**src/rtl/flit_receiver.sv**
```systemverilog
// rtl/flit_receiver.sv - NoC flit sink: per-VC packet reassembly, framing checks, toggle stats
module flit_receiver #(
    parameter int FLITW = 66,
    parameter int TYPEW = 2,
    parameter int VCHN  = 2,
    parameter int VCHW  = 1,
    parameter int LENW  = 8,
    parameter int TOGW  = 24
) (
    input  logic             clk,
    input  logic             rst,
    input  logic [FLITW-1:0] idata,
    input  logic             ivalid,
    input  logic [VCHW-1:0]  ivch,
    input  logic             clr,
    output logic             pkt_done,
    output logic [VCHW-1:0]  pkt_vch,
    output logic [LENW-1:0]  pkt_len,
    output logic [31:0]      pkt_dst,
    output logic             err_proto,
    output logic             err_vch,
    output logic [15:0]      pkt_cnt,
    output logic [TOGW-1:0]  toggle_cnt,
    output logic             busy
);

    localparam int PW  = FLITW - TYPEW;
    localparam int TSW = TOGW + 1;

    localparam logic [TYPEW-1:0] T_NONE = TYPEW'(0);
    localparam logic [TYPEW-1:0] T_HEAD = TYPEW'(1);
    localparam logic [TYPEW-1:0] T_DATA = TYPEW'(2);

    typedef enum logic {VC_IDLE = 1'b0, VC_BODY = 1'b1} vc_state_e;

    vc_state_e         state_q [VCHN];
    vc_state_e         state_d [VCHN];
    logic [LENW-1:0]   len_q   [VCHN];
    logic [LENW-1:0]   len_d   [VCHN];
    logic [31:0]       dst_q   [VCHN];
    logic [31:0]       dst_d   [VCHN];

    logic [PW-1:0]     prev_q, prev_d, prev_base, payload;
    logic [TOGW-1:0]   toggle_q, toggle_d, tog_base;
    logic [TSW-1:0]    tog_sum;
    logic [15:0]       pkt_cnt_q, pkt_cnt_d;
    logic              pkt_done_q, pkt_done_d;
    logic [VCHW-1:0]   pkt_vch_q, pkt_vch_d;
    logic [LENW-1:0]   pkt_len_q, pkt_len_d, len_inc;
    logic [31:0]       pkt_dst_q, pkt_dst_d;
    logic              err_proto_q, err_proto_d;
    logic              err_vch_q, err_vch_d;
    logic [TYPEW-1:0]  ftype;
    logic              flit_valid, vch_ok, take, busy_c;

    // Decode the incoming flit and compute next state of every VC and the statistics
    always_comb begin
        ftype       = idata[FLITW-1 -: TYPEW];
        payload     = idata[PW-1:0];
        vch_ok      = ({{(32-VCHW){1'b0}}, ivch} < 32'(VCHN));
        flit_valid  = ivalid && (ftype != T_NONE);
        take        = flit_valid && vch_ok;
        err_vch_d   = flit_valid && !vch_ok;
        pkt_done_d  = 1'b0;
        err_proto_d = 1'b0;
        pkt_vch_d   = pkt_vch_q;
        pkt_len_d   = pkt_len_q;
        pkt_dst_d   = pkt_dst_q;
        len_inc     = '0;
        for (int v = 0; v < VCHN; v++) begin
            state_d[v] = state_q[v];
            len_d[v]   = len_q[v];
            dst_d[v]   = dst_q[v];
            len_inc    = (len_q[v] == '1) ? len_q[v] : len_q[v] + 1'b1;
            if (take && (ivch == VCHW'(v))) begin
                if (ftype == T_HEAD) begin
                    // A HEAD inside a packet abandons the old one silently except for the error
                    err_proto_d = (state_q[v] == VC_BODY);
                    state_d[v]  = VC_BODY;
                    len_d[v]    = LENW'(1);
                    dst_d[v]    = payload[31:0];
                end else if (state_q[v] == VC_IDLE) begin
                    err_proto_d = 1'b1;
                end else if (ftype == T_DATA) begin
                    len_d[v] = len_inc;
                end else begin
                    state_d[v] = VC_IDLE;
                    len_d[v]   = len_inc;
                    pkt_done_d = 1'b1;
                    pkt_vch_d  = ivch;
                    pkt_len_d  = len_inc;
                    pkt_dst_d  = dst_q[v];
                end
            end
        end
        // Clear takes effect first so a same-cycle flit counts against a zero history
        prev_base = clr ? '0 : prev_q;
        tog_base  = clr ? '0 : toggle_q;
        tog_sum   = {1'b0, tog_base} + TSW'($countones(payload ^ prev_base));
        if (take) begin
            toggle_d = tog_sum[TOGW] ? '1 : tog_sum[TOGW-1:0];
            prev_d   = payload;
        end else begin
            toggle_d = tog_base;
            prev_d   = prev_base;
        end
        pkt_cnt_d = clr ? 16'h0 : pkt_cnt_q;
        if (pkt_done_d && (pkt_cnt_d != 16'hFFFF)) begin
            pkt_cnt_d = pkt_cnt_d + 16'h1;
        end
    end

    // Register per-VC state, statistics and all outputs
    always_ff @(posedge clk or posedge rst) begin
        if (rst) begin
            for (int v = 0; v < VCHN; v++) begin
                state_q[v] <= VC_IDLE;
                len_q[v]   <= '0;
                dst_q[v]   <= '0;
            end
            prev_q      <= '0;
            toggle_q    <= '0;
            pkt_cnt_q   <= '0;
            pkt_done_q  <= 1'b0;
            pkt_vch_q   <= '0;
            pkt_len_q   <= '0;
            pkt_dst_q   <= '0;
            err_proto_q <= 1'b0;
            err_vch_q   <= 1'b0;
        end else begin
            for (int v = 0; v < VCHN; v++) begin
                state_q[v] <= state_d[v];
                len_q[v]   <= len_d[v];
                dst_q[v]   <= dst_d[v];
            end
            prev_q      <= prev_d;
            toggle_q    <= toggle_d;
            pkt_cnt_q   <= pkt_cnt_d;
            pkt_done_q  <= pkt_done_d;
            pkt_vch_q   <= pkt_vch_d;
            pkt_len_q   <= pkt_len_d;
            pkt_dst_q   <= pkt_dst_d;
            err_proto_q <= err_proto_d;
            err_vch_q   <= err_vch_d;
        end
    end

    // Busy reflects the registered VC states directly
    always_comb begin
        busy_c = 1'b0;
        for (int v = 0; v < VCHN; v++) begin
            busy_c = busy_c | (state_q[v] == VC_BODY);
        end
    end

    assign busy       = busy_c;
    assign pkt_done   = pkt_done_q;
    assign pkt_vch    = pkt_vch_q;
    assign pkt_len    = pkt_len_q;
    assign pkt_dst    = pkt_dst_q;
    assign err_proto  = err_proto_q;
    assign err_vch    = err_vch_q;
    assign pkt_cnt    = pkt_cnt_q;
    assign toggle_cnt = toggle_q;

endmodule

```
**config.mk**
```make
export PLATFORM = sky130hd
export DESIGN_NAME = flit_receiver
export DESIGN_NICKNAME = d
export VERILOG_FILES = /design/src/rtl/flit_receiver.sv
export SDC_FILE = /design/constraint.sdc
export NUM_CORES = 1
export LEC_CHECK = 0
export ABC_AREA = 0
export BUFFER_PORTS_ARGS = -buffer_cell sky130_fd_sc_hd__buf_4
export CAP_MARGIN = 40
export CORE_ASPECT_RATIO = 2
export CORE_MARGIN = 4
export CORE_UTILIZATION = 59
export CTS_CLUSTER_DIAMETER = 40
export DETAILED_ROUTE_END_ITERATION = 7
export HOLD_SLACK_MARGIN = 0.15
export PLACE_DENSITY = 0.82
export SLEW_MARGIN = 40
export SYNTH_ARGS = -nofsm -noshare
export SYNTH_HDL_FRONTEND = slang
export SYNTH_SLANG_ARGS = --single-unit
```
**constraint.sdc**
```tcl
create_clock -name clk -period 10.9 [get_ports clk]
set_input_delay 2.18 -clock clk [delete_from_list [all_inputs] [get_ports clk]]
set_output_delay 2.18 -clock clk [all_outputs]
set_load 0.01 [all_outputs]
```
==> results.sh <==
export IMPL_layout_common_cells="dfrtp_1 (229), nand2_1 (167), buf_4 (164)"
export IMPL_crit_path_frequent_cell="fa_1"
export IMPL_clk_pin_slew_ps=70
export IMPL_critPathMaxStageDelay_ps=590
export IMPL_syn_area_per_cell_um2=10.4
export IMPL_grt_pass1_wl_um=49200
export IMPL_die_area_mm2=0.0233
export IMPL_hold_violations=0
export IMPL_cp_start_kind="input port"
export IMPL_initial_core_util_pct=60.0
export IMPL_cp_top_family="adder cells"
export IMPL_max_freq_ghz=0.106
export IMPL_final_common_cell="dfrtp_1"
export IMPL_ys_ff_latch=229
export IMPL_tightestPinTransition_ps=740
export IMPL_syn_nets=1341
export IMPL_grt_usage_pct=26.9
export IMPL_grt_max_degree=106
export IMPL_critPathArrivalTime_ps=9800
export IMPL_clock_latency_ps=500
export IMPL_rows=74
export IMPL_netlist_instances=1183
export IMPL_maxCapViolCount=0
export IMPL_multi_input_area_mm2=0.00609
export IMPL_relSlewSlack_pct=50.4
export IMPL_grt_overflow=0
export IMPL_grt_pass1_vias=9832
export IMPL_nets=1480
export IMPL_cts_made_buffers=22
export IMPL_cts_buffer_depth=3
export IMPL_die_h_um=212
export IMPL_final_min_clock_period_ps=9450
export IMPL_postRouteAntennaNets=0
export IMPL_tns_ps=0
export IMPL_min_path_type="reg2reg"
export IMPL_die_w_um=110
export IMPL_final_cell_area_mm2=0.0145
export IMPL_yosysUniqueCellTypes=66
export IMPL_post_drt_via_cell_ratio=5.77
export IMPL_fill_cells=1540
export IMPL_worstPathMaxFanout=24
export IMPL_ctsResizeCount=0
export IMPL_drtIter0Drc=444
export IMPL_post_cts_setup_buffer_count=0
export IMPL_insertedDiodeCount=0
export IMPL_fin_ws_ps=1450
export IMPL_vias=9256
export IMPL_cpMaxStageDelayCell="fa_1"
export IMPL_regArea_mm2=0.00573
export IMPL_cts_tree="yes"
export IMPL_status="finished, final reports clean"
export IMPL_drive_above_1_share_pct=21.8
export IMPL_ys_async_sr_fraction_pct=100
export IMPL_totalWireLength_um=30200
export IMPL_cts_sinks=229
export IMPL_synth_edff_count=0
export IMPL_area_growth_pct=17.8
export IMPL_pre_cts_ws_ps=980
export IMPL_cp_data_required_time_ps=11260
export IMPL_yosys_warnings=0
export IMPL_wire_per_inst_um=18.8
export IMPL_cts_hold_buf=0
export IMPL_final_max_slew_viol_count=0
export IMPL_core_mm2=0.0205
export IMPL_critPathBufInv=8
export IMPL_port_buffers=154
export IMPL_yosysSeqAreaShare_pct=46.6
export IMPL_dpl_instance_area_mm2=0.0136
export IMPL_setup_viol=0
export IMPL_place_congestion=0.906
export IMPL_cts_root_buf="clkbuf_16"
export IMPL_synth_ff_type="dfrtp_1"
export IMPL_skew_ps=7.88
export IMPL_path_class="in2reg"
export IMPL_antenna_found_initial=0
export IMPL_utilization_pct=70.7
export IMPL_io_pins=156
export IMPL_synth_cell_area_mm2=0.0123
export IMPL_crit_path_end_kind="flip-flop"
export IMPL_place_detailed_hpwl_um=21700
export IMPL_drc_errors=0
export IMPL_h_tree_depth=1
export IMPL_fin_crit_sh_pct=86.7
export IMPL_rsz0062_at_grt="no"
export IMPL_firstDrtPassIters=5
[path summary, 6_finish.rpt]
path | startpoint | endpoint | slack, ps | depth (start not counted)
setup / recovery | clr | toggle_cnt[0] | 1450 | 25
hold / removal | pkt_vch | pkt_vch | 480 | 2
setup reg to reg | prev_q[28] | toggle_cnt[0] | 3570 | 21
hold reg to reg | pkt_vch | pkt_vch | 480 | 2
max in group asynchronous | rst | pkt_dst[23] | 7390 | 5
min in group asynchronous | rst | pkt_len[2] | 1800 | 2
[cell type report]
type                       instances  area share (%)
clock inverter                    13            1.38
sequential                       229            39.6
clock buffer                      26            4.20
multi-input combinational        844            42.1
inverter                          58            1.56
tap                              266            2.30
timing repair buffer             167            8.87
[logic make-up after synthesis]
family                   share of synthesized area, %
multiplexers                                     6.12
AND/OR/NAND/NOR                                  13.5
adder cells (fa/ha/maj)                          12.3
buffers and inverters                            3.90
XOR/XNOR                                         6.92
AO/OA/AOI/OAI                                    10.6
other                                          0.0305
flip-flops                                       46.6
[metrics by stage]
stage / hold slack, ps / std cells
finish: 476 / 1603
detailed placement: 468 / 1563
global placement: 468 / 1563
floorplan: 458 / 1183
CTS: 483 / 1602
global route: 510 / 1603
[cell usage after synthesis (3+ instances only)]
cell,number,area [µm²]
nor2_1,110,413
a211oi_1,4,30.0
fa_1,56,1120
mux2_2,64,721
a22o_1,3,26.3
nand2_1,167,627
clkbuf_1,33,124
buf_4,5,37.5
and3_1,10,62.6
nand3_1,19,95.1
nand4_1,9,56.3
buf_2,7,35.0
nor3_1,7,35.0
a31oi_1,7,43.8
ha_1,31,388
buf_1,5,18.8
o31ai_1,4,30.0
nor2b_1,15,93.8
dfrtp_1,229,5730
and3_2,5,37.5
or3_1,5,31.3
xnor2_1,57,499
a21o_1,4,30.0
and2_1,4,25.0
xor2_1,40,350
o21ai_0,100,500
a21oi_1,40,200
nand2b_1,4,25.0
inv_1,57,214
o21a_1,4,30.0
o22ai_1,37,231
[state kept, by name, indices dropped and copies added, names as in the netlist]
signal	flops
len_q	16
state_q	2
err_proto	1
prev_q	64
dst_q	64
pkt_done	1
pkt_vch	1
pkt_dst	32
pkt_len	8
pkt_cnt	16
toggle_cnt	24
[tightest hold or removal path, cell delays in order, from the launching register on]
cell     delay [ps]
dfrtp_1         340
nand2_1          50
nand2_1          50
[metal layers]
layer	share of wire, %	GRT usage, %	vias up	wire (µm)
met5	0	0	-	0
li1	-	-	4264	-
met2	56	48.9	286	16900
met4	5.0	13.1	0	1500
met3	4.5	3.65	90	1350
met1	35	30.0	4616	10500
Power is not shown: default switching activity piles up to over one toggle a cycle in this logic, so the estimate is an artifact.
